File: config.mk
export PLATFORM = sky130hd
export DESIGN_NAME = clint_axi_arb
export DESIGN_NICKNAME = d
export VERILOG_FILES = /design/src/rtl/clint_axi_arb.sv
export SDC_FILE = /design/constraint.sdc
export NUM_CORES = 1
export LEC_CHECK = 0
export CORE_AREA = 3 3 169 171
export CTS_BUF_LIST = sky130_fd_sc_hd__clkbuf_16
export CTS_CLUSTER_DIAMETER = 40
export DETAILED_ROUTE_END_ITERATION = 12
export DIE_AREA = 0 0 172 174
export GPL_TIMING_DRIVEN = 0
export HOLD_SLACK_MARGIN = 0.12
export MAX_ROUTING_LAYER = met4
export PLACE_DENSITY = 0.54
export RECOVER_POWER = 50
export SLEW_MARGIN = 10
export SYNTH_ARGS = -nofsm -noshare
export SYNTH_HDL_FRONTEND = slang
export SYNTH_SLANG_ARGS = --single-unit
File: constraint.sdc
create_clock -name clk_i -period 1.98 [get_ports clk_i]
set_input_delay 0.396 -clock clk_i [delete_from_list [all_inputs] [get_ports clk_i]]
set_output_delay 0.396 -clock clk_i [all_outputs]
set_load 0.02 [all_outputs]
File: src/rtl/clint_axi_arb.sv
// rtl/clint_axi_arb.sv - two-master to one-slave AXI-lite arbiter with independent
// write/read paths, round-robin grant and a per-path watchdog that aborts with SLVERR.
module clint_axi_arb #(
  parameter int TIMEOUT = 16
) (
  input  logic        clk_i,
  input  logic        rst_i,
  // master 0
  input  logic [31:0] m0_awaddr,
  input  logic        m0_awvalid,
  output logic        m0_awready,
  input  logic [31:0] m0_wdata,
  input  logic [3:0]  m0_wstrb,
  input  logic        m0_wvalid,
  output logic        m0_wready,
  output logic [1:0]  m0_bresp,
  output logic        m0_bvalid,
  input  logic        m0_bready,
  input  logic [31:0] m0_araddr,
  input  logic        m0_arvalid,
  output logic        m0_arready,
  output logic [31:0] m0_rdata,
  output logic [1:0]  m0_rresp,
  output logic        m0_rvalid,
  input  logic        m0_rready,
  // master 1
  input  logic [31:0] m1_awaddr,
  input  logic        m1_awvalid,
  output logic        m1_awready,
  input  logic [31:0] m1_wdata,
  input  logic [3:0]  m1_wstrb,
  input  logic        m1_wvalid,
  output logic        m1_wready,
  output logic [1:0]  m1_bresp,
  output logic        m1_bvalid,
  input  logic        m1_bready,
  input  logic [31:0] m1_araddr,
  input  logic        m1_arvalid,
  output logic        m1_arready,
  output logic [31:0] m1_rdata,
  output logic [1:0]  m1_rresp,
  output logic        m1_rvalid,
  input  logic        m1_rready,
  // slave
  output logic [31:0] s_awaddr,
  output logic        s_awvalid,
  input  logic        s_awready,
  output logic [31:0] s_wdata,
  output logic [3:0]  s_wstrb,
  output logic        s_wvalid,
  input  logic        s_wready,
  output logic        s_wlast,
  input  logic [1:0]  s_bresp,
  input  logic        s_bvalid,
  output logic        s_bready,
  output logic [31:0] s_araddr,
  output logic        s_arvalid,
  input  logic        s_arready,
  input  logic [31:0] s_rdata,
  input  logic [1:0]  s_rresp,
  input  logic        s_rvalid,
  output logic        s_rready,
  input  logic        s_rlast
);

  localparam int CW = $clog2(TIMEOUT + 1);
  localparam logic [CW-1:0] TO_LIMIT = CW'(TIMEOUT);
  localparam logic [1:0] SLVERR = 2'b10;

  typedef enum logic [1:0] {W_IDLE, W_ADDR, W_DATA, W_RESP} w_state_t;
  typedef enum logic [1:0] {R_IDLE, R_ADDR, R_DATA} r_state_t;

  // single-beat reads only, so the slave's last flag carries no information
  logic unused_rlast;
  assign unused_rlast = s_rlast;

  // ---------------- write path ----------------
  w_state_t      w_state;
  logic          w_gnt;
  logic          w_ptr;
  logic [CW-1:0] w_cnt;

  logic        g_awvalid, g_wvalid, g_bready;
  logic [31:0] g_awaddr, g_wdata;
  logic [3:0]  g_wstrb;

  assign g_awvalid = w_gnt ? m1_awvalid : m0_awvalid;
  assign g_awaddr  = w_gnt ? m1_awaddr  : m0_awaddr;
  assign g_wvalid  = w_gnt ? m1_wvalid  : m0_wvalid;
  assign g_wdata   = w_gnt ? m1_wdata   : m0_wdata;
  assign g_wstrb   = w_gnt ? m1_wstrb   : m0_wstrb;
  assign g_bready  = w_gnt ? m1_bready  : m0_bready;

  logic w_to, aw_act, wd_act, b_act;
  assign w_to   = (w_state != W_IDLE) && (w_cnt == TO_LIMIT);
  assign aw_act = (w_state == W_ADDR) && !w_to;
  assign wd_act = (w_state == W_DATA) && !w_to;
  assign b_act  = (w_state == W_RESP) && !w_to;

  assign s_awvalid = aw_act && g_awvalid;
  assign s_awaddr  = aw_act ? g_awaddr : '0;
  assign s_wvalid  = wd_act && g_wvalid;
  assign s_wdata   = wd_act ? g_wdata : '0;
  assign s_wstrb   = wd_act ? g_wstrb : '0;
  assign s_wlast   = wd_act;
  assign s_bready  = b_act && g_bready;

  logic       awready_g, wready_g, bvalid_g, done_w;
  logic [1:0] bresp_g;
  assign awready_g = aw_act && s_awready;
  assign wready_g  = wd_act && s_wready;
  // an expired watchdog answers the master itself with SLVERR
  assign bvalid_g  = w_to || (b_act && s_bvalid);
  assign bresp_g   = w_to ? SLVERR : (b_act ? s_bresp : 2'b00);
  assign done_w    = bvalid_g && g_bready;

  assign m0_awready = awready_g && !w_gnt;
  assign m1_awready = awready_g && w_gnt;
  assign m0_wready  = wready_g && !w_gnt;
  assign m1_wready  = wready_g && w_gnt;
  assign m0_bvalid  = bvalid_g && !w_gnt;
  assign m1_bvalid  = bvalid_g && w_gnt;
  assign m0_bresp   = w_gnt ? 2'b00 : bresp_g;
  assign m1_bresp   = w_gnt ? bresp_g : 2'b00;

  logic w_adv;
  assign w_adv = (s_awvalid && s_awready) || (s_wvalid && s_wready);

  always_ff @(posedge clk_i or posedge rst_i) begin
    if (rst_i) begin
      w_state <= W_IDLE;
      w_gnt   <= 1'b0;
      w_ptr   <= 1'b0;
      w_cnt   <= '0;
    end else begin
      case (w_state)
        W_IDLE: begin
          if (m0_awvalid || m1_awvalid) begin
            w_gnt   <= (m0_awvalid && m1_awvalid) ? w_ptr : m1_awvalid;
            w_state <= W_ADDR;
            w_cnt   <= '0;
          end
        end
        default: begin
          if (done_w) begin
            w_state <= W_IDLE;
            w_ptr   <= ~w_gnt;
            w_cnt   <= '0;
          end else if (w_adv) begin
            w_state <= (w_state == W_ADDR) ? W_DATA : W_RESP;
            w_cnt   <= '0;
          end else if (!w_to) begin
            w_cnt <= w_cnt + CW'(1);
          end
        end
      endcase
    end
  end

  // ---------------- read path ----------------
  r_state_t      r_state;
  logic          r_gnt;
  logic          r_ptr;
  logic [CW-1:0] r_cnt;

  logic        g_arvalid, g_rready;
  logic [31:0] g_araddr;

  assign g_arvalid = r_gnt ? m1_arvalid : m0_arvalid;
  assign g_araddr  = r_gnt ? m1_araddr  : m0_araddr;
  assign g_rready  = r_gnt ? m1_rready  : m0_rready;

  logic r_to, ar_act, rd_act;
  assign r_to   = (r_state != R_IDLE) && (r_cnt == TO_LIMIT);
  assign ar_act = (r_state == R_ADDR) && !r_to;
  assign rd_act = (r_state == R_DATA) && !r_to;

  assign s_arvalid = ar_act && g_arvalid;
  assign s_araddr  = ar_act ? g_araddr : '0;
  assign s_rready  = rd_act && g_rready;

  logic        arready_g, rvalid_g, done_r;
  logic [1:0]  rresp_g;
  logic [31:0] rdata_g;
  assign arready_g = ar_act && s_arready;
  assign rvalid_g  = r_to || (rd_act && s_rvalid);
  assign rresp_g   = r_to ? SLVERR : (rd_act ? s_rresp : 2'b00);
  assign rdata_g   = rd_act ? s_rdata : '0;
  assign done_r    = rvalid_g && g_rready;

  assign m0_arready = arready_g && !r_gnt;
  assign m1_arready = arready_g && r_gnt;
  assign m0_rvalid  = rvalid_g && !r_gnt;
  assign m1_rvalid  = rvalid_g && r_gnt;
  assign m0_rresp   = r_gnt ? 2'b00 : rresp_g;
  assign m1_rresp   = r_gnt ? rresp_g : 2'b00;
  assign m0_rdata   = r_gnt ? '0 : rdata_g;
  assign m1_rdata   = r_gnt ? rdata_g : '0;

  always_ff @(posedge clk_i or posedge rst_i) begin
    if (rst_i) begin
      r_state <= R_IDLE;
      r_gnt   <= 1'b0;
      r_ptr   <= 1'b0;
      r_cnt   <= '0;
    end else begin
      case (r_state)
        R_IDLE: begin
          if (m0_arvalid || m1_arvalid) begin
            r_gnt   <= (m0_arvalid && m1_arvalid) ? r_ptr : m1_arvalid;
            r_state <= R_ADDR;
            r_cnt   <= '0;
          end
        end
        default: begin
          if (done_r) begin
            r_state <= R_IDLE;
            r_ptr   <= ~r_gnt;
            r_cnt   <= '0;
          end else if (s_arvalid && s_arready) begin
            r_state <= R_DATA;
            r_cnt   <= '0;
          end else if (!r_to) begin
            r_cnt <= r_cnt + CW'(1);
          end
        end
      endcase
    end
  end

endmodule

==> impl.org, run 1 <==
** Outcome
- Status :: finished, violations left
- Failing checks :: setup timing

** Finish
- Final layout net count :: approximately 1200
- Cells fill 32.58% of the core in the end.
- Proportion of layout cells with a drive suffix above 1 :: a little under two fifths
- The repair_antennas step left the layout with diodes totalling 0.
- The area growth from synthesis to layout is 168.4%.
- Non-filler cells, final :: 1277
- After routing the design area is 8806 sq um.

** Synth
- Of all flip-flops after synthesis, the portion carrying an async set or reset was between 90% and 100%.
- Fraction of synthesized area in multiplexers :: 32.88%
- Number of synthesized register bits :: 18
- The top cell type by area accounts for 31.73% of the synthesized area.
- Main area contributors after synthesis :: sky130_fd_sc_hd__mux2i_1 32%, sky130_fd_sc_hd__dfrtp_1 14%, sky130_fd_sc_hd__and2_1 13%, sky130_fd_sc_hd__nor2_1 13%, sky130_fd_sc_hd__buf_2 2.6%
- A synthesized cell averages 7.274 sq um.
- Number of distinct library cell variants in the gate-level netlist after synthesis :: 46
- The largest total area in the synthesized netlist belongs to sky130_fd_sc_hd__mux2i_1.
- In this run the cell area of the synthesized design comes to between 3000 and 4000 sq um.
- In the synthesized netlist the dominant register cell turns out to be sky130_fd_sc_hd__dfrtp_1.
- After Yosys synthesis, and, or, nand and nor cells account for 35.13% of the synthesized area.
- Post-synthesis adder-cell area fraction :: about 1.5%
- Syn Nets :: 709
- Compound-cell area share of the yosys netlist :: 8.924%
- Number of enable-type register cells in the synthesized netlist :: 0
- By instance count, the leading cell after synthesis is sky130_fd_sc_hd__nor2_1.
- Sequential cells were found to cover 13.73% of the synthesized design area.
- Dominant combinational cell family by area after synthesis :: simple AND/OR/NAND/NOR gates
- Synthesized netlist cell count :: approximately 450
- During synthesis, Yosys emitted a total of 0 warnings.
- Ranked by instance count, the synthesized netlist is headed by 110 x sky130_fd_sc_hd__nor2_1, 104 x sky130_fd_sc_hd__mux2i_1, 67 x sky130_fd_sc_hd__and2_1, 19 x sky130_fd_sc_hd__nand2_1, 18 x sky130_fd_sc_hd__dfrtp_1.
- Share of the synthesized netlist area taken by xor and xnor gates :: 1.335%

** Worst hold path
- Hold Crit Endpoint :: r_ptr$_DFFE_PP0P_
- Tightest Hold Check Type :: reg2reg
- In this run the most critical hold path is launched from r_ptr$_DFFE_PP0P_.
- The worst hold path was traced through 2 stages.

** Power and ir drop
- Cell internal power was estimated by the tool at 4.858 mW.
- Sequential share of power :: 7.4%
- Leakage power :: 4.181 nW
- Tot Pwr :: between 9 and 10 mW
- VDD sags by at most 0.0004629 V.
- Net switching is between 40% and 50% of the power.
- Dividing total power by cell area gives a power density of 1072 nW/um^2.
- For this design the total switching power over the nets is approximately 4.6 mW.
- The share of total power dissipated in combinational logic is 88.3%.
- Clk pwr share :: 4.3%

** Detailed routing
- Using the TritonRoute via totals, the vias-per-cell ratio works out to 3.901.
- Count of antenna-violating nets left after detailed routing :: 0
- In the routed design, unresolved DRC markers number 0.
- In this run, the number of DRC markers left after iteration 0 of detailed routing was around 180.
- The routed design has 21200 um of wire.
- The first TritonRoute pass finished after 7 iterations.
- The detailed router placed 4982 vias in this run.
- Dividing the detail-routed wire length by the instance count gives 16.60 um.

** Placement
- Counting tap cells, the placed design contains a total of approximately 1200 instances.
- Port Buffer Count :: 440
- Pre-CTS setup slack :: -910.3 ps
- At the end of routability-driven placement, the weighted congestion stood at 0.8391.
- Detailed placement ended at an HPWL of approximately 17000 um.
- In this run the cell area measured after placement is 8139 sq um.

** STA
- The clock arrives with between 0.8 and 0.9 ps of skew.
- Worst-Margin Slew :: 778.1 ps
- Subtracting the final worst setup slack from the clock period gives 2193 ps.
- Minimum setup slack in the final design :: -213.0 ps
- Fmax :: 456.0 MHz
- Headroom to the max-slew limit :: 48.07%
- Tcrit/Tclk final :: 110.8%
- Slew Limit Fails :: 0
- RSZ-0062 raised after global routing :: true
- Final setup fails :: 172
- Number of hold violations in the final report :: 0

** Die
- Initial core utilization :: 12.14%
- Width of the die :: 172 um
- Number of top-level pins :: 442
- Y dimension of the die :: 174 um
- The floorplan step defined a die boundary enclosing 29930 sq um.
- Area of the core :: roughly 27000 sq um
- The floorplan has 60 rows.

** Setup path
- The worst setup path is captured at an output port.
- Path type of the worst setup path :: reg2out
- Slack of the worst reg-to-reg path :: approximately 200 ps
- Worst EP arrival :: 1800 ps
- Startpoint of the worst-slack reg-to-reg timing path :: w_cnt[0]$_DFFE_PP0P_
- Critical path required time :: ~1600 ps
- The worst register-to-register path has a depth of 8.
- STA classifies the critical path startpoint as a register.
- Highest net fanout along the worst path :: 9
- Worst reg2reg endpoint :: w_cnt[1]$_DFFE_PP0P_

** Flow run
- The tool flagged a number of max-cap violations equal to 0.

** GRT
- The number of antenna violations at the first check in global routing is 0.
- Number of global-route vias before repair :: 4916
- All-Layer GR Usage :: a little over an eighth
- Wire length of the first global-routing pass :: ~30000 um
- Entering global routing, the biggest net connects 19 pins.
- GRT Residual Overflow :: 0

** CTS
- CTS placed an instance of sky130_fd_sc_hd__clkbuf_16 at the clock tree root.
- Depth of the CTS H-tree :: 1
- TritonCTS built the clock tree.
- Sink Count :: 18
- Post-CTS clock slew at the launch and capture registers of the worst setup and hold paths :: 50 ps
- The clock reaches the later pin of the worst-skew pair after 250 ps.
- Buffer levels on the longest clock path :: 2
- In this run, CTS created clock tree buffers numbering 3.
==> worst max-delay path, cell delays in order (launching register included) <==
cell and delay [ps]:
sky130_fd_sc_hd__dfrtp_1 390, sky130_fd_sc_hd__inv_2 80, sky130_fd_sc_hd__ha_4 120, sky130_fd_sc_hd__nand4bb_1 120, sky130_fd_sc_hd__buf_6 170, sky130_fd_sc_hd__nand2_4 70, sky130_fd_sc_hd__nor2_4 40, sky130_fd_sc_hd__buf_12 140
sky130_fd_sc_hd__buf_6 130, sky130_fd_sc_hd__and2_1 160, sky130_fd_sc_hd__buf_6 130
==> kinds of logic after synthesis <==
group / Yosys count
compound gates: 39
buf+inv: 47
mux: 107
fa+ha+maj: 4
xor+xnor: 5
simple gates: 231
flops: 18
==> area by class of cell <==
type | instances | area [sq um]
flip-flops and latches | 18 | 455.4
inverters | 13 | 48.80
well taps | 341 | 426.7
clock buffers | 3 | 75.07
plain buffers | 30 | 372.9
multi-input cells | 387 | 2955
fillers | 2914 | 18220
repair buffers | 485 | 4472
==> power by group through the flow <==
stage,clock network (mW),logic (mW),registers (mW)
2_1_floorplan,0,4.16,0.605
3_3_place_gp,0,7.32,0.636
3_5_place_dp,0,7.32,0.634
4_1_cts,0.418,8.22,0.698
5_1_grt,0.434,8.89,0.710
6_report,0.404,8.34,0.696
==> through the flow <==
stage               TNS (ps)  hold WS, ps
floorplan              -3151        334.6
global placement     -132870        484.8
detailed placement   -131380        481.5
CTS                   -28510        492.8
global route          -37060        538.3
finish                -21770        487.9
==> worst max-delay path by stage <==
| stage | depth (start not counted) | end | from |
|---|---|---|---|
| after floorplan | 7 | s_wdata[10] | w_cnt[0]$_DFFE_PP0P_ |
| after global placement | 8 | s_wdata[18] | w_cnt[0]$_DFFE_PP0P_ |
| after detailed placement | 8 | s_wdata[18] | w_cnt[0]$_DFFE_PP0P_ |
| after CTS | 10 | m0_rdata[2] | r_cnt[0]$_DFFE_PP0P_ |
| after global routing | 8 | m1_rdata[5] | r_cnt[0]$_DFFE_PP0P_ |
| final | 10 | m0_rdata[30] | r_cnt[0]$_DFFE_PP0P_ |
==> layer usage <==
metal	up-vias	part of all wire, %	GRT usage [%]
li1	2501	-	-
met1	2316	42	16.69
met2	153	52	23.17
met3	12	4.4	1.478
met4	0	0.95	1.497
met5	-	0	-
==> registers in the layout (all words and copies together) (netlist names) <==
register  cells
r_cnt         5
w_cnt         5
r_state       2
w_state       2
r_gnt         1
r_ptr         1
w_gnt         1
w_ptr         1
==> placed cells by master, fill, tap and decap left out, types with 3 or more instances in the layout <==
master,n
sky130_fd_sc_hd__nand2_1,14
sky130_fd_sc_hd__nor2_4,5
sky130_fd_sc_hd__clkdlybuf4s50_1,250
sky130_fd_sc_hd__a21oi_1,12
sky130_fd_sc_hd__nor2b_4,3
sky130_fd_sc_hd__o21ai_1,8
sky130_fd_sc_hd__clkbuf_2,5
sky130_fd_sc_hd__inv_1,9
sky130_fd_sc_hd__inv_2,4
sky130_fd_sc_hd__nand2_4,4
sky130_fd_sc_hd__clkdlybuf4s15_2,8
sky130_fd_sc_hd__nor2_2,16
sky130_fd_sc_hd__and2_4,27
sky130_fd_sc_hd__o31ai_2,3
sky130_fd_sc_hd__nor2_1,90
sky130_fd_sc_hd__buf_12,3
sky130_fd_sc_hd__and2_1,40
sky130_fd_sc_hd__dlygate4sd2_1,10
sky130_fd_sc_hd__buf_4,82
sky130_fd_sc_hd__dfrtp_1,14
sky130_fd_sc_hd__xor2_1,5
sky130_fd_sc_hd__mux2i_1,102
sky130_fd_sc_hd__nor2b_1,3
sky130_fd_sc_hd__clkbuf_16,8
sky130_fd_sc_hd__buf_2,63
sky130_fd_sc_hd__buf_8,3
sky130_fd_sc_hd__nand4_1,4
sky130_fd_sc_hd__dfrtp_2,4
sky130_fd_sc_hd__buf_6,80
sky130_fd_sc_hd__and3_4,4
==> what timing repair did <==
| action | 4_1_cts | 5_1_grt |
|---|---|---|
| gates cloned | 5 | 0 |
| setup buffers | 34 | 8 |
| endpoints found under the setup margin | 188 | 188 |
| hold buffers | 0 | 0 |
| gates resized for setup | 917 | 125 |
| pin swaps | 12 | 10 |
Note: power is estimated with default switching activity, not from simulation.
==> run 2: changes to the inputs <==
ABC_AREA = 1   (was default)
CORE_AREA = 3 3 171 173   (was 3 3 169 171)
DIE_AREA = 0 0 174 176   (was 0 0 172 174)
GPL_TIMING_DRIVEN = default   (was 0)
PLACE_DENSITY = 0.53   (was 0.54)
SKIP_CTS_REPAIR_TIMING = 1   (was default)
==> impl.org, run 2 <==
** Die
- The total area inside the core boundary comes to approximately 28000 sq um.
- Initial core utilization :: 12.02%
- The die covers 30620 sq um.
- The floorplan has 61 rows.
- Width of the die :: around 170 um
- Y dimension of the die :: 176 um
- Number of top-level pins :: 442

** Finish
- The area growth from synthesis to layout is 191.7%.
- Number of antenna repair diodes :: 0
- After filler insertion, the fill cell instance count of the layout stands at approximately 3000.
- Commonest cells after routing, fill and taps aside :: 251 x sky130_fd_sc_hd__clkdlybuf4s50_1, 236 x sky130_fd_sc_hd__nand2_1, 140 x sky130_fd_sc_hd__buf_4, 65 x sky130_fd_sc_hd__buf_6, 58 x sky130_fd_sc_hd__a21oi_1
- The final layout contains 1403 nets.
- In the final layout, flip-flops and latches occupy between 400 and 500 sq um.
- The library cell used most frequently in the layout, excluding fill and tap cells, is sky130_fd_sc_hd__clkdlybuf4s50_1.
- Cells fill between 30% and 40% of the core in the end.
- Proportion of layout cells with a drive suffix above 1 :: 36.92%
- Footprint of the multi-input gates :: 3110 sq um
- In the final layout, the registers with the most flip-flops are r_cnt: 5 flops, w_cnt: 5 flops.

** STA
- Slew Limit Fails :: 0
- For the pin with the worst max-slew slack, the measured transition is between 1000 and 1500 ps.
- Headroom to the max-slew limit came out at 28.66%.
- Setup repair after global routing could not meet its margin everywhere.
- Setup violations remaining at the end of the flow were counted as 135.
- The clock arrives with 1.215 ps of skew.
- Minimum setup slack in the final design :: -194.6 ps
- Number of hold violations in the final report :: 0
- Timing would allow up to between 400 and 500 MHz.
- Dividing the final minimum period by the clock period gives 109.8%.
- Setup Total Neg Slack :: -9527 ps
- Final Critical Period :: 2175 ps

** Synth
- Mean area per synthesized cell :: 5.265 sq um
- By instance count, the leading cell after synthesis is sky130_fd_sc_hd__nand2_1.
- Main area contributors after synthesis :: sky130_fd_sc_hd__nand2_1 27%, sky130_fd_sc_hd__a21oi_1 16%, sky130_fd_sc_hd__dfrtp_1 13%, sky130_fd_sc_hd__nor3_1 8.1%, sky130_fd_sc_hd__inv_1 7.0%
- Number of distinct library cell variants in the gate-level netlist after synthesis :: 29
- Synthesized netlist cell count :: roughly 630
- sky130_fd_sc_hd__nand2_1 takes more of the synthesized area than any other cell.
- During synthesis, Yosys emitted a total of 0 warnings.
- By count the netlist is led by 240 x sky130_fd_sc_hd__nand2_1, 104 x sky130_fd_sc_hd__a21oi_1, 62 x sky130_fd_sc_hd__inv_1, 54 x sky130_fd_sc_hd__nor3_1.
- After synthesis, the share of flip-flops with an asynchronous set or reset is 100.0%.
- Number of synthesized register bits :: 18
- Top flip-flop cell by instance count after synthesis :: sky130_fd_sc_hd__dfrtp_1
- Number of enable-type register cells in the synthesized netlist :: 0
- The share of the Yosys chip area taken by registers is 13.49%.
- The cell area that synthesis handed to floorplanning was between 3000 and 4000 sq um.
- Synthesis produced a netlist with a net count of around 900.
- Fraction of synthesized cell area taken by the top area cell type :: 26.99%

** CTS
- CTS tree :: yes
- At the later pin of the worst-skew pair, clock insertion delay measures 240 ps.
- Buffer levels on the longest clock path :: 2
- Root buffer cell :: sky130_fd_sc_hd__clkbuf_16
- Post-CTS clock slew at the launch and capture registers of the worst setup and hold paths :: 50 ps
- TritonCTS buffer count :: 3
- CTS built an H-tree with a depth of 1.
- The tree built by TritonCTS fans out to 18 sinks.

** Setup path
- STA classifies the critical path startpoint as a register.
- Worst EP arrival :: between 1500 and 2000 ps
- Along the worst path, the maximum fanout reaches 7.
- Critical path required time :: ~1600 ps
- The critical path is of the reg2out type.
- Kind of end point of the critical path :: output port

** Detailed routing
- Met1 layer wirelength in the final routing :: between 10000 and 15000 um
- Post-detailed-route DRC marker count :: 0
- Sum of met2 wire segment lengths after detailed routing :: around 13000 um
- In this run the remaining antenna-violating nets after routing total 0.
- Amount of wire on met3 after detailed routing :: about 1200 um
- In the final routed layout, each cell accounts on average for between 15 and 20 um.
- The detailed router placed 5973 vias in this run.
- Signal routing reaches up to met4.
- In the routed layout, each cell is associated on average with a via count of approximately 4.
- For this block, the routed nets add up to approximately 25000 um of wire.
- The first TritonRoute pass finished after 4 iterations.
- First DRT Iteration DRCs :: between 300 and 400

** Outcome
- Status :: finished, violations left
- The final reports fail on setup timing.

** GRT
- Across every metal layer, demand over resource in global routing totals between 10% and 20%.
- The total overflow left after global routing is 0.
- Number of antenna violations at the first check in global routing :: 0
- Wire length of the first global-routing pass :: around 33000 um
- The number of global-route vias before repair came to between 5000 and 6000.
- Pin count of the biggest net entering global routing :: 36

** Flow run
- The tool flagged a number of max-cap violations equal to 0.

** Placement
- Dpl hpwl :: between 15000 and 20000 um
- In this run the tool buffered the top-level ports with 440 buffer cells.
- GP Congestion :: 0.9051

** Power and ir drop
- Total power divided by cell area :: 1051 nW/um^2
- In this run the static leakage power is 4.796 nW.
- Worst ir drop on vdd :: 0.0005000 V

** Worst hold path
- The tightest min-delay check is of the reg2reg type.
## run 2: cell count changes after synthesis, sizes merged, moves of 19 or more
| cell | previous run | this run |
|---|---|---|
| inv | 13 | 69 |
| nor3 | 1 | 74 |
| and2 | 67 | 0 |
| nor2 | 111 | 22 |
| a21oi | 13 | 105 |
| nand2 | 19 | 243 |
| mux2i | 104 | 0 |
| nand3 | 2 | 21 |
## run 2: cell families after synthesis
logic type,after synthesis,share of synthesized area (%)
XOR/XNOR,6,1.574
adder cells (fa/ha/maj),4,1.499
AO/OA/AOI/OAI,122,18.74
buffers and inverters,119,14.51
AND/OR/NAND/NOR,365,50.19
flip-flops,18,13.49
## run 2: critical path, stage by stage, from the launching register on
cell and delay, ps:
sky130_fd_sc_hd__dfrtp_1 360, sky130_fd_sc_hd__inv_2 60, sky130_fd_sc_hd__ha_4 150, sky130_fd_sc_hd__nand2_2 60, sky130_fd_sc_hd__inv_2 40, sky130_fd_sc_hd__nand3_4 90
sky130_fd_sc_hd__nand2_4 100, sky130_fd_sc_hd__buf_8 160, sky130_fd_sc_hd__buf_6 120, sky130_fd_sc_hd__a21oi_4 120, sky130_fd_sc_hd__buf_6 150, sky130_fd_sc_hd__buf_6 120
## run 2: layout make-up
cell class	instances	area share (%)
tap	378	4.857
inverter	70	2.750
sequential	18	4.652
clock buffer	3	0.7710
multi-input combinational	497	31.95
timing repair buffer	555	55.02
## run 2: routing by layer
metal  global-route usage (%)  vias to the layer above
met5                        -                        -
met4                    1.676                        0
met3                    2.366                       16
met2                    24.43                      154
met1                    17.37                     2756
li1                         -                     3047
## run 2: final timing paths
path                                            from  depth (start not counted)                   end  slack, ps
worst min register to register     w_ptr$_DFFE_PP0P_                          2     w_ptr$_DFFE_PP0P_        480
worst max register to register     w_gnt$_DFFE_PP0P_                         10  w_cnt[3]$_DFFE_PP0P_        170
min in group asynchronous                      rst_i                          3     r_ptr$_DFFE_PP0P_        930
worst max-delay path            w_cnt[0]$_DFFE_PP0P_                         11            s_wdata[6]       -190
worst min-delay path               w_ptr$_DFFE_PP0P_                          2     w_ptr$_DFFE_PP0P_        480
max in group asynchronous                      rst_i                          3     w_gnt$_DFFE_PP0P_        330
## run 2: through the flow
step	worst slack (ps)	area, sq um	hold slack (ps)	total power, mW	instances
floorplan	-47.05	3338	334.6	4.318	634
global placement	-854.4	8870	469.3	8.546	1498
detailed placement	-831.3	8870	474.7	8.569	1498
CTS	-861.0	8945	488.4	9.009	1501
global route	-268.3	9737	521.4	10.91	1521
finish	-194.6	9737	483.3	10.24	1521
## run 2: power breakdown
part | switching [mW] | internal, mW | total, mW
clock network | 0.134 | 0.266 | 0.399
logic | 5.13 | 4.07 | 9.20
registers | 0.129 | 0.509 | 0.638
total | 5.39 | 4.85 | 10.2
